### src/rtl/flappy_pkg.sv
// Shared types and constants for the flappy game engine.
//   game_state_e : top-level game FSM encoding
//   NUM_PIPES    : number of scrolling pipes
//   SCREEN_W/H   : visible screen size in pixels
//   FLOOR_Y      : bird bottom at or below this row is a floor collision
//   bcd_inc      : 2-digit BCD increment, saturating at 99
package flappy_pkg;

  typedef enum logic [1:0] {
    IDLE = 2'd0,
    RUN  = 2'd1,
    DEAD = 2'd2
  } game_state_e;

  localparam int unsigned NUM_PIPES = 4;
  localparam int unsigned SCREEN_W  = 640;
  localparam int unsigned SCREEN_H  = 480;
  localparam int unsigned FLOOR_Y   = 475;

  function automatic logic [7:0] bcd_inc(input logic [7:0] v);
    logic [7:0] r;
    if (v == 8'h99) begin
      r = v;
    end else if (v[3:0] == 4'd9) begin
      r = {v[7:4] + 4'd1, 4'd0};
    end else begin
      r = {v[7:4], v[3:0] + 4'd1};
    end
    return r;
  endfunction

endpackage

### src/rtl/lfsr16.sv
// 16-bit Fibonacci LFSR (taps 16,14,13,11), free-running on every clock.
//   Clk     : clock
//   Reset_n : asynchronous active-low reset, loads SEED
//   q       : current LFSR state (never all-zero for a non-zero SEED)
module lfsr16 #(
  parameter logic [15:0] SEED = 16'hACE1
) (
  input  logic        Clk,
  input  logic        Reset_n,
  output logic [15:0] q
);

  logic [15:0] r_q;
  logic        w_fb;

  assign w_fb = r_q[15] ^ r_q[13] ^ r_q[12] ^ r_q[10];

  always_ff @(posedge Clk or negedge Reset_n) begin
    if (!Reset_n) begin
      r_q <= SEED;
    end else begin
      r_q <= {r_q[14:0], w_fb};
    end
  end

  assign q = r_q;

endmodule

### src/rtl/pipe_controller.sv
// Game-state engine feeding the colour mapper. Once per frame tick it scrolls the pipes
// left, respawns pipes at the right with a pseudo-random gap, keeps a BCD score and
// detects bird/pipe/floor collisions.
//   Clk, Reset_n        : clock, asynchronous active-low reset
//   frame_clk           : vsync pulse, asynchronous to Clk
//   game_start          : level, starts a game from IDLE or restarts from DEAD
//   BirdX/BirdY         : bird centre; Bird_size : bird half size
//   pipeX               : pipe centres; pipeGapLocation : gap centres
//   pipeWidth/GapSize   : constant half width / half gap
//   score               : BCD score; collision : in DEAD; running : in RUN
module pipe_controller
  import flappy_pkg::*;
#(
  parameter int unsigned SPEED       = 2,
  parameter int unsigned SPACING     = 160,
  parameter int unsigned START_X     = 640,
  parameter int unsigned PIPE_HALF_W = 24,
  parameter int unsigned GAP_HALF    = 50,
  parameter int unsigned GAP_MIN     = 112,
  parameter int unsigned FLOOR_LIM   = FLOOR_Y
) (
  input  logic                           Clk,
  input  logic                           Reset_n,
  input  logic                           frame_clk,
  input  logic                           game_start,
  input  logic [9:0]                     BirdX,
  input  logic [9:0]                     BirdY,
  input  logic [9:0]                     Bird_size,
  output logic [NUM_PIPES-1:0][12:0]     pipeX,
  output logic [NUM_PIPES-1:0][12:0]     pipeWidth,
  output logic [NUM_PIPES-1:0][12:0]     pipeGapSize,
  output logic [NUM_PIPES-1:0][12:0]     pipeGapLocation,
  output logic [7:0]                     score,
  output logic                           collision,
  output logic                           running
);

  localparam logic [12:0] SPEED_W    = 13'(SPEED);
  localparam logic [12:0] HALF_W_W   = 13'(PIPE_HALF_W);
  localparam logic [12:0] GAP_HALF_W = 13'(GAP_HALF);
  localparam logic [12:0] GAP_MIN_W  = 13'(GAP_MIN);
  localparam logic [12:0] WRAP_W     = 13'(NUM_PIPES * SPACING);
  localparam logic [12:0] FLOOR_W    = 13'(FLOOR_LIM);
  localparam logic [12:0] INIT_GAP_W = 13'(SCREEN_H / 2);

  function automatic logic [12:0] init_x(input int unsigned idx);
    return 13'(START_X + idx * SPACING);
  endfunction

  // Frame tick: 2-flop synchroniser plus edge-detect flop. All reset to 1 so a frame_clk
  // that is already high when reset releases does not produce a spurious tick.
  logic r_sync1, r_sync2, r_sync3;
  logic w_tick;

  always_ff @(posedge Clk or negedge Reset_n) begin
    if (!Reset_n) begin
      r_sync1 <= 1'b1;
      r_sync2 <= 1'b1;
      r_sync3 <= 1'b1;
    end else begin
      r_sync1 <= frame_clk;
      r_sync2 <= r_sync1;
      r_sync3 <= r_sync2;
    end
  end

  assign w_tick = r_sync2 & ~r_sync3;

  logic [15:0] w_lfsr;
  logic        w_unused_lfsr;

  lfsr16 #(
    .SEED(16'hACE1)
  ) u_lfsr (
    .Clk    (Clk),
    .Reset_n(Reset_n),
    .q      (w_lfsr)
  );

  assign w_unused_lfsr = ^w_lfsr[15:8];

  game_state_e                   r_state, w_state_nxt;
  logic [NUM_PIPES-1:0][12:0]    r_pipe_x, w_pipe_x_nxt;
  logic [NUM_PIPES-1:0][12:0]    r_gap, w_gap_nxt;
  logic [7:0]                    r_score, w_score_nxt;

  // Bird extents in 13 bits; the top edge clamps at 0 instead of wrapping.
  logic [12:0]                   w_bx, w_by, w_bs;
  logic [12:0]                   w_bird_top, w_bird_bot;
  logic [NUM_PIPES-1:0][12:0]    w_dx;
  logic                          w_hit;

  assign w_bx       = {3'b000, BirdX};
  assign w_by       = {3'b000, BirdY};
  assign w_bs       = {3'b000, Bird_size};
  assign w_bird_top = (BirdY >= Bird_size) ? (w_by - w_bs) : 13'd0;
  assign w_bird_bot = w_by + w_bs;

  always_comb begin
    w_hit = (w_bird_bot >= FLOOR_W);
    for (int i = 0; i < NUM_PIPES; i++) begin
      w_dx[i] = (r_pipe_x[i] >= w_bx) ? (r_pipe_x[i] - w_bx) : (w_bx - r_pipe_x[i]);
      if ((w_dx[i] < HALF_W_W + w_bs) &&
          ((w_bird_top < r_gap[i] - GAP_HALF_W) || (w_bird_bot > r_gap[i] + GAP_HALF_W))) begin
        w_hit = 1'b1;
      end
    end
  end

  // Candidate positions after one scroll step, and which pipes trail past the bird.
  logic [NUM_PIPES-1:0][12:0]    w_moved;
  logic [NUM_PIPES-1:0]          w_wrap;
  logic [NUM_PIPES-1:0]          w_pass;

  always_comb begin
    for (int i = 0; i < NUM_PIPES; i++) begin
      w_wrap[i]  = (r_pipe_x[i] <= SPEED_W);
      // Wrapping adds the full ring length so the spacing between pipes is preserved.
      w_moved[i] = w_wrap[i] ? (r_pipe_x[i] - SPEED_W + WRAP_W) : (r_pipe_x[i] - SPEED_W);
      w_pass[i]  = (r_pipe_x[i] + HALF_W_W >= w_bx) && (w_moved[i] + HALF_W_W < w_bx);
    end
  end

  always_comb begin
    w_state_nxt  = r_state;
    w_pipe_x_nxt = r_pipe_x;
    w_gap_nxt    = r_gap;
    w_score_nxt  = r_score;
    unique case (r_state)
      IDLE: begin
        if (game_start) begin
          w_state_nxt = RUN;
        end
      end
      RUN: begin
        if (w_tick) begin
          if (w_hit) begin
            // A hit freezes the playfield, even if a pipe would also have scored.
            w_state_nxt = DEAD;
          end else begin
            for (int i = 0; i < NUM_PIPES; i++) begin
              w_pipe_x_nxt[i] = w_moved[i];
              if (w_wrap[i]) begin
                w_gap_nxt[i] = GAP_MIN_W + {5'b00000, w_lfsr[7:0]};
              end
            end
            if (|w_pass) begin
              w_score_nxt = bcd_inc(r_score);
            end
          end
        end
      end
      DEAD: begin
        if (game_start) begin
          w_state_nxt = RUN;
          for (int i = 0; i < NUM_PIPES; i++) begin
            w_pipe_x_nxt[i] = init_x(i);
            w_gap_nxt[i]    = INIT_GAP_W;
          end
          w_score_nxt = 8'h00;
        end
      end
      default: w_state_nxt = IDLE;
    endcase
  end

  always_ff @(posedge Clk or negedge Reset_n) begin
    if (!Reset_n) begin
      r_state <= IDLE;
      for (int i = 0; i < NUM_PIPES; i++) begin
        r_pipe_x[i] <= init_x(i);
        r_gap[i]    <= INIT_GAP_W;
      end
      r_score <= 8'h00;
    end else begin
      r_state  <= w_state_nxt;
      r_pipe_x <= w_pipe_x_nxt;
      r_gap    <= w_gap_nxt;
      r_score  <= w_score_nxt;
    end
  end

  always_comb begin
    for (int i = 0; i < NUM_PIPES; i++) begin
      pipeWidth[i]   = HALF_W_W;
      pipeGapSize[i] = GAP_HALF_W;
    end
  end

  assign pipeX           = r_pipe_x;
  assign pipeGapLocation = r_gap;
  assign score           = r_score;
  assign collision       = (r_state == DEAD);
  assign running         = (r_state == RUN);

endmodule

### config.mk
export PLATFORM = sky130hd
export DESIGN_NAME = pipe_controller
export DESIGN_NICKNAME = d
export VERILOG_FILES = /design/src/rtl/flappy_pkg.sv /design/src/rtl/lfsr16.sv /design/src/rtl/pipe_controller.sv
export SDC_FILE = /design/constraint.sdc
export NUM_CORES = 1
export LEC_CHECK = 0
export CAP_MARGIN = 0
export CORE_UTILIZATION = 36
export DETAILED_ROUTE_END_ITERATION = 7
export PLACE_DENSITY_LB_ADDON = 0.3
export SLEW_MARGIN = 10
export SYNTH_ARGS = -nofsm -noshare
export SYNTH_HDL_FRONTEND = slang
export SYNTH_SLANG_ARGS = --single-unit
### constraint.sdc
create_clock -name Clk -period 4.87 [get_ports Clk]
set_input_delay 1.2175 -clock Clk [delete_from_list [all_inputs] [get_ports Clk]]
set_output_delay 1.2175 -clock Clk [all_outputs]
set_load 0.1 [all_outputs]
Word-level counts from Yosys, hierarchy flattened
Index checks and enable logic that the tools add are counted.

storage, ports and cells
  latch bits = 0
  memories = 0
  register bits = 133
  output and inout bits = 218
  memory bits (read-only) = 0
  RAM bits = 0
  bits of input ports = 34
  logic and storage cells = 164

operators by class
  reduce and logical (&&, ||, !) cells = 24
  add/sub/neg operators = 38
  magnitude comparators = 30
  div/mod/pow operators = 0
  equal/unequal tests = 16
  multiply operators = 0
  shifts and indexed selects = 0
  muxes and demuxes = 36
  bitwise gates (word level) = 5

operator list
  cell                    number
  $mux 52                 6
  $pmux 52 s2             2
  $mux 13                 13
  $add 13x5->13 const B   8
  $ge 13x10->1            8
  $lt 13x13->1            7
  $add 13x10->13 const B  4
  $add 13x6->13 const B   4
  $gt 11x13->1            4
  $le 13x2->1 const B     4
  $lt 13x10->1            4
  $sub 10x13->13          4
  $sub 13x10->13          4
  $sub 13x2->13 const B   4
  $sub 13x6->13 const B   4
  $mux 8                  6
  $reduce_and 5->1        4
  $ne 2x1->1 const B      9
  $pmux 8 s2              1
  $lt 13x11->1            1
  $add 10x10->11          1
  $add 5x10->11 const A   1
  $ge 11x9->1 const B     1
  $sub 10x10->11          1
  other kinds (24)        44

Depth between registers and ports, before layout
Gate-level depths: netlist of run 1.

  depth after elaboration = 12
  gate-level depth with buffers = 30

By module
Synthesis of run 1 repeated with hierarchy kept, for this count alone.

second synthesis, totals
  cell total of the unflattened synthesis = 2,267
  area total of the unflattened synthesis = 18,497.7 um2

by module, submodules not included
  module           cells an instance  area an instance (um2)  times used  sequential area each (um2)
  pipe_controller  2,248              18,061.1                1           2,466.1
  lfsr16           19                 436.7                   1           410.4

Worst setup path after synthesis of run 1
OpenSTA, ideal clock, no wires.

  kind = input-to-reg
  start point = input port BirdY[0]
  end point = register r_pipe_x, in the netlist pipeX[24]
  arrival = 6.199 ns
  cell stages on the path = 28
  path buffers = 3
  setup slack = -1.433 ns
  cell sequence = inv_1 > ha_1 > inv_1 > fa_1 > a21oi_1 > o21bai_1 > a21oi_1 > nor2_1 > nor2_1 > o21bai_1 > a21oi_1 > nor2b_1 > o21a_1 > nor3_1 > ha_1 > and4_1 > a221oi_1 > o211ai_1 > nor2_1 > o21ai_0 > nor4_1 > a211oi_2 > a31oi_1 > buf_2 > buf_2 > buf_2 > nand2_1 > o31ai_1

between the ends
  cells in the longest elaborated chain, start to end = 11
  elaborated cells between the ends (all ways) = 27

RTL lines
  what                                            RTL line                text
  from (decl)                                     pipe_controller.sv:27   input logic [9:0] BirdY,
  $sub 10x10->11 or $ge 10x10->1 (tied branches)  pipe_controller.sv:96   assign w_bird_top = (BirdY >= Bird_size) ? (w_by - w_bs) : 13'd0;
  $mux 13                                         pipe_controller.sv:96
  $lt 13x13->1                                    pipe_controller.sv:104  ((w_bird_top < r_gap[i] - GAP_HALF_W) || (w_bird_bot > r_gap[i] + GAP_HALF_W))) begin
  $logic_or 1x1->1                                pipe_controller.sv:104
  $logic_and 1x1->1                               pipe_controller.sv:103  if ((w_dx[i] < HALF_W_W + w_bs) &&
  $mux 1 (3 in a row)                             pipe_controller.sv:103
  $mux 1 *                                        pipe_controller.sv:103
  $ne 2x2->1 (no line) *                          n/a
  $reduce_and 4->1 (no line) *                    n/a
  to (signal, indexed assignment)                 pipe_controller.sv:171  r_pipe_x[i] <= init_x(i);
  to (signal assigned)                            pipe_controller.sv:177  r_pipe_x <= w_pipe_x_nxt;
  to (decl)                                       pipe_controller.sv:83   logic [NUM_PIPES-1:0][12:0] r_pipe_x, w_pipe_x_nxt;

Every way passes the cells marked *; elsewhere a longest branch is shown, timed or not.
A chain may end at the register's enable or synchronous reset.

Final worst setup path of run 1
  start point = input port BirdY[0]
  end point = register r_score[7], in the netlist score[7]

between the ends
  cells in the longest elaborated chain, start to end = 11
  elaborated cells between the ends (all ways) = 27

RTL lines
  what                                            RTL line                text
  $sub 10x10->11 or $ge 10x10->1 (tied branches)  pipe_controller.sv:96
  $mux 13                                         pipe_controller.sv:96
  $lt 13x13->1                                    pipe_controller.sv:104
  $logic_or 1x1->1                                pipe_controller.sv:104
  $logic_and 1x1->1                               pipe_controller.sv:103
  $mux 1 (3 in a row)                             pipe_controller.sv:103
  $mux 1 *                                        pipe_controller.sv:103
  $ne 2x2->1 (no line) *                          n/a
  $reduce_and 7->1 (no line) *                    n/a
  to (signal assigned)                            pipe_controller.sv:179  r_score <= w_score_nxt;
  to (decl)                                       pipe_controller.sv:85   logic [7:0] r_score, w_score_nxt;

Marked as above.

==> results of run 1 <==
-- layer usage --
metal,part of all wire,vias up,wire (um)
li1,-,9430,-
met1,0.43,9758,31700
met2,0.49,690,36000
met3,0.049,146,3630
met4,0.033,0,2450
met5,0,-,0
-- path summary, 6_finish.rpt --
| check | cells after the start | slack [ns] | endpoint |
|---|---|---|---|
| setup / recovery | 36 | -0.99 | score[7] |
| hold / removal | 0 | 0.35 | u_lfsr.q[9] |
| setup reg to reg | 27 | -0.49 | score[7] |
| hold reg to reg | 0 | 0.35 | u_lfsr.q[9] |
| max in group asynchronous | 2 | 2.97 | pipeX[49] |
| min in group asynchronous | 1 | 0.94 | pipeX[36] |
-- worst reg2reg max path: stages, from the launching register on --
cell       delay [ns]
dfrtp_1          0.38
inv_1            0.12
ha_4             0.23
or2_4            0.24
a211oi_4         0.20
o21ai_2          0.10
a21oi_2          0.15
o211a_1          0.25
nor2_4           0.07
mux2_4           0.31
a221o_1          0.34
or3_1            0.39
a31o_2           0.22
nand4_1          0.07
ha_1             0.22
o21ai_1          0.07
a21oi_1          0.07
a21oi_2          0.27
o21ai_4          0.11
a221oi_2         0.20
a211oi_2         0.13
clkbuf_16        0.19
buf_4            0.14
buf_4            0.13
a31oi_4          0.18
or2_4            0.24
buf_6            0.12
o221ai_2         0.07
-- flip-flops by register name, indices dropped and copies added (netlist names) --
signal and cells:
r_sync1 1, r_sync2 1, pipeX 48, r_sync3 1, u_lfsr.q 16, score 8, pipeGapLocation 36, r_state 2
-- layout by cell type (no fill, tap or decap), types with 12 or more instances in the layout --
cell type / n
or3_1: 12
a22o_1: 19
a211oi_1: 26
o31ai_2: 12
nor2b_1: 36
o21ai_1: 29
nor2_1: 125
xnor2_1: 155
o2111ai_1: 12
dfstp_2: 39
conb_1: 128
o21a_1: 30
o21bai_1: 21
ha_4: 29
nand2b_1: 39
a21oi_1: 133
a31oi_1: 17
inv_1: 120
buf_6: 26
mux2i_1: 18
nand4_1: 35
ha_1: 292
xor2_1: 43
buf_12: 16
nand3_1: 46
and3_1: 15
a21oi_2: 22
dfrtp_1: 74
o21ai_0: 91
nand2_1: 185
clkbuf_16: 21
nor4_1: 16
a21o_1: 53
o211ai_1: 20
nor3_1: 31
buf_4: 500
clkdlybuf4s50_1: 103
-- synth_stat cells, types with 10 or more instances --
cell type  instances  area (sq um)
and3_1            15          93.8
mux2i_1           22           220
clkbuf_1          80           300
nor4_1            18           113
a22o_1            19           166
nand3_1           47           235
o22ai_1           22           138
a211oi_1          34           255
a2111oi_0         11          96.3
or3_1             12          75.1
o31ai_1           28           210
a221oi_1          14           123
nand2b_1          39           244
ha_1             325          4070
nand2_1          193           724
fa_1              10           200
nor2_1           133           499
xnor2_1          157          1380
o21ai_0          128           641
a21o_1            53           398
xor2_1            43           377
o2111ai_1         12           105
dfstp_2           39          1020
nor2b_1           40           250
o211ai_1          20           150
o21a_1            31           233
nand4_1           35           219
mux2_2            20           225
buf_4            125           938
inv_1            137           514
dfrtp_1           74          1850
nor3_1            37           185
o21bai_1          21           158
buf_2             20           100
a31oi_1           20           125
a21oi_1          157           786
-- power by group --
part / internal (W) / switching (W)
combinational: 0.00637 / 0.00929
clock: 0.000728 / 0.000605
sequential: 0.00128 / 0.000457
total: 0.00838 / 0.0104
-- final cells by class --
cell class | instances | share of cell area
Clock buffer | 17 | 0.0161
Clock inverter | 15 | 0.00610
Timing Repair Buffer | 672 | 0.218
Multi-Input combinational cell | 2001 | 0.598
Tap cell | 680 | 0.0322
Inverter | 140 | 0.0209
Sequential cell | 113 | 0.109
-- stage by stage --
stage | cell area, sq um | setup WS, ns | TNS [ns] | cells
6_report | 26500 | -0.993 | -85.44 | 3638
5_1_grt | 26500 | -1.24 | -105.83 | 3638
4_1_cts | 25600 | -0.890 | -74.47 | 3614
3_5_place_dp | 23900 | -2.24 | -196.83 | 3540
3_3_place_gp | 23900 | -2.10 | -184.73 | 3540
2_1_floorplan | 19500 | -0.999 | -82.71 | 2491
-- cell families after synthesis --
family          count (synthesis)  share of synthesized area
compound gates                657                      0.232
xor+xnor                      202                     0.0944
fa+ha+maj                     335                      0.226
mux                            43                     0.0242
flops                         113                      0.152
other cells                     2                   0.000397
buf+inv                       377                      0.103
simple gates                  636                      0.168
-- repair_timing --
action,in CTS,in global routing
pin swaps,62,87
gates resized for setup,193,157
hold endpoints to repair,0,0
cloned,5,3
buffers inserted,37,26
setup endpoints to repair,94,94
==> impl_metrics.csv, run 1 <==
group,metric,value,unit
sta,max_slew.worst_pin.slew,1.21,ns
routing,ant_nets,0,
sta,hold_violations,0,
routing,wl_per_cell,20.3,um
finish,final_core_util,0.513,
finish,n_antenna_cell,0,
critical_path,cp-start-kind,"primary input",
synthesis,synth_edf_count,0,
sta,fin_ws,-0.993,ns
critical_path,worstSetupStartpoint,"BirdY[0]",
synthesis,ys_seq_area_frac,0.152,
synthesis,syn_area,0.0189,sq mm
critical_path,end_kind,"flop",
floorplanning,fp.dieH,231,um
floorplanning,design.portCount,252,
sta,finClkSkew,0.0222,ns
job,drv_cap,0,
sta,fin_crit_sh,1.20,
critical_path,path_max_fanout,7,
finish,multi_input_area,0.0158,sq mm
finish,syn2layout_area_growth,40.0,%
pwr,p_total,0.0187,W
synthesis,synth_cells,2365,
synthesis,ys.flop_type,"dfrtp_1",
routing,drc_errors,0,
placed_design,gp_congestion,0.966,
cts,h-tree-depth,4,
floorplanning,placementRows,83,
cts,ctsHoldBuffers,0,
floorplanning,initial_core_util,0.366,
critical_path,cp_slowest_cell,"fa_2",
critical_path,critPathRequiredTime,5.19,ns
floorplanning,die_area,0.0534,sq mm
critical_path,cp_common_cell,"buf_4",
worst_hold_path,hp-start,"u_lfsr.q[8]",
cts,clockBufferDepth,2,
finish,num-fill-cells,4705,
placed_design,io_buffer_count,127,
critical_path,crit_buf_inv,15,
global_route,grt_max_degree,76,
global_route,top_usage_layer,"met2",
floorplanning,die_w,231,um
sta,finalSetupViolations,94,
global_route,antenna_found_initial,0,
status,violations,"negative setup slack",
routing,first_iter_violations,1613,
sta,rsz0062_at_grt,"true",
sta,holdWs,0.350,ns
global_route,grtUsageMet3,0.0256,
placed_design,hpwl,57200,um
sta,fmax,171,MHz
cts,cts_buffers,17,
status,outcome,"complete, but fails checks",
floorplanning,core,0.0516,sq mm
pwr,leakage,12.1,nW
critical_path,rr_startpoint,"pipeX[1]",
cts,clockRootBuffer,"clkbuf_16",
synthesis,synth_cell_types,91,
sta,finalMaxSlewViolations,0,
routing,drt-total-wl,73700,um
global_route,grt_use_met2,0.469,
critical_path,slowest_delay,0.36,ns
sta,period_minus_slack,5.86,ns
cts,insertion_delay,0.45,ns
worst_hold_path,holdCritPathClass,"flop to flop",
cts,cts_tree,"built",
finish,seq_area,0.00288,sq mm
sta,relSlewSlack,0.190,
synthesis,async_flop_share,1.00,
cts,clock-sinks,113,
cts,clkTransAtPathRegs,0.07,ns
global_route,use_met1,0.340,
pwr,p_per_area,708,mW/mm^2
finish,drive_above_1_share,0.298,
routing,vias,20000,
critical_path,worstSetupPathType,"primary input to flop",
critical_path,cpLargestDelayFamily,"compound AO/OA/AOI/OAI gates",
pwr,ir_worst_vdd,0.000638,V
synthesis,syn-mean-instance-area,7.99,sq um
synthesis,synth_warnings,0,
global_route,grt_use_total,0.266,
global_route,grt.overflow.total,0,
routing,dr.pass1.iters,8,
global_route,grt_pass1_vias,19800,
finish,layout.nets,3314,
synthesis,synth-seq-cells,113,
routing,viasPerCell,5.50,
critical_path,arrival,6.19,ns
global_route,grt_pass1_wl,111000,um
(Power assumes the default switching activity.)
==> inputs of run 2 (changes only) <==
- MAX_ROUTING_LAYER: unset -> met4
==> run 2 against run 1 <==
The run still ends with negative setup slack left; sequential cell count is the same; hold slack gained 0.0034 ns; clock skew down 0.0043 ns; highest routed layer unchanged; setup slack got worse by 0.032 ns; routed wire length shrank 0.98%; sequential share of layout area up 0.14 points; non-clock buffer count decreased by 1; maximum frequency decreased by 0.55%; first-iteration DRC count down 28%; sequential power hardly changed.
==> impl_metrics.csv, run 2 (synthesis results as in run 1) <==
group,metric,value,unit
routing,drc_errors,0,
routing,wl_per_cell,20.1,um
floorplanning,initial_core_util,0.366,
routing,viasPerCell,5.43,
sta,rsz0062_at_grt,"true",
cts,cts_tree,"built",
finish,design_area,0.0261,sq mm
placed_design,dp.cells,3548,
routing,dr.pass1.iters,5,
critical_path,arrival,6.22,ns
floorplanning,die_w,231,um
global_route,grt_use_total,0.274,
sta,finClkSkew,0.0179,ns
pwr,leakage,12.1,nW
cts,cts_buffers,17,
finish,largest_reg_flops,48,
routing,vias,19800,
status,outcome,"complete, but fails checks",
critical_path,path_max_fanout,5,
job,drv_cap,0,
finish,syn2layout_area_growth,38.2,%
cts,clock-sinks,113,
critical_path,r2r_end,"pipeGapLocation[21]",
placed_design,placed_cell_area,0.0240,sq mm
finish,drive_above_1_share,0.275,
sta,finalMaxSlewViolations,0,
floorplanning,die_area,0.0534,sq mm
finish,fin_cells,3637,
worst_hold_path,hold_depth,0,
cts,h-tree-depth,4,
finish,layout.nets,3313,
global_route,grt_pass1_wl,110000,um
pwr,p_total,0.0187,W
critical_path,critPathRequiredTime,5.19,ns
routing,first_iter_violations,1162,
sta,fin_ws,-1.03,ns
pwr,p_per_area,714,mW/mm^2
critical_path,reg2regPathDepth,29,
critical_path,slowest_delay,0.35,ns
finish,final_core_util,0.506,
sta,hold_violations,0,
worst_hold_path,hp-start,"u_lfsr.q[9]",
floorplanning,fp.dieH,231,um
worst_hold_path,holdCritPathClass,"flop to flop",
cts,clockBufferDepth,2,
floorplanning,design.portCount,252,
critical_path,cp_slowest_cell,"mux2_2",
critical_path,cp-start-kind,"primary input",
cts,insertion_delay,0.45,ns
placed_design,gp_congestion,0.986,
critical_path,end_kind,"flop",
global_route,grt_max_degree,77,
sta,max_slew.worst_pin.slew,1.10,ns
critical_path,cp_common_cell,"buf_4",
sta,finalSetupViolations,94,
worst_hold_path,holdPathEnd,"u_lfsr.q[10]",
floorplanning,core,0.0516,sq mm
critical_path,rr_startpoint,"pipeX[1]",
sta,fin_crit_sh,1.21,
critical_path,rrSetupSlack,-0.43,ns
cts,clkTransAtPathRegs,0.06,ns
global_route,antenna_found_initial,0,
finish,layout_commonest_cell,"buf_4",
floorplanning,placementRows,83,
sta,period_minus_slack,5.90,ns
routing,drt-total-wl,73000,um
placed_design,io_buffer_count,127,
status,violations,"negative setup slack",
sta,holdWs,0.353,ns
global_route,grt.overflow.total,0,
finish,num-fill-cells,4910,
pwr,ir_worst_vdd,0.000581,V
finish,n_antenna_cell,0,
global_route,grt_pass1_vias,19800,
finish,final_cell_mix,"buf_4, ha_1, nand2_1, xnor2_1, a21oi_1",
sta,fmax,170,MHz
routing,ant_nets,0,
cts,clockRootBuffer,"clkbuf_16",
placed_design,hpwl,57100,um
critical_path,worstSetupPathType,"primary input to flop",
sta,relSlewSlack,0.268,
## run 2: critical path: cells and delay by family
kind                     cells  cell delay (ns)
AO/OA/AOI/OAI               11             1.78
AND/OR/NAND/NOR              5             0.62
XOR/XNOR                     1             0.14
adder cells (fa/ha/maj)      2             0.54
multiplexers                 2             0.66
buffers and inverters        8             1.21
## run 2: how the worst max path moves through the flow
stage / from / end / slack [ns] / depth (start not counted)
after floorplan: BirdX[1] / pipeGapLocation[21] / -1.0 / 24
after global placement: BirdX[1] / pipeX[46] / -1.99 / 27
after detailed placement: Bird_size[0] / pipeGapLocation[8] / -2.17 / 29
after CTS: BirdX[1] / pipeGapLocation[26] / -0.88 / 28
after global routing: BirdX[7] / pipeGapLocation[21] / -1.17 / 29
final: BirdX[7] / pipeGapLocation[21] / -1.03 / 29
## run 2: routing by layer
metal,GRT usage,part of all wire,wire (um)
met5,-,0,0
met4,0.0886,0.036,2600
met3,0.0283,0.050,3690
met2,0.466,0.48,35300
met1,0.338,0.43,31400
## run 2: what timing repair did
item	CTS	global route
endpoints found under the setup margin	94	94
cloned	5	6
hold buffers	0	0
resized for setup	204	64
buffers inserted	39	10
pin swaps	67	44
## run 2: cell type report
type                       instances  area [sq um]  share of cell area
timing repair buffer             671          5840               0.223
multi-input combinational       2001         15400               0.590
clock buffer                      17           425              0.0163
tap                              680           851              0.0326
inverter                         140           551              0.0211
sequential                       113          2880               0.110
clock inverter                    15           160             0.00613
## run 2: report_power, final
group	internal (W)	leakage (nW)	switching, W	total [W]
logic	0.00640	10.4	0.00924	0.0156
clock network	0.000727	0.284	0.000589	0.00132
registers	0.00128	1.37	0.000428	0.00171
## run 2: metrics by stage
step / TNS (ns) / worst slack (ns)
after detailed placement: -190.26 / -2.17
after global placement: -177.45 / -1.99
after floorplan: -82.71 / -0.999
after CTS: -76.99 / -0.883
final: -87.60 / -1.03
after global routing: -101.55 / -1.17
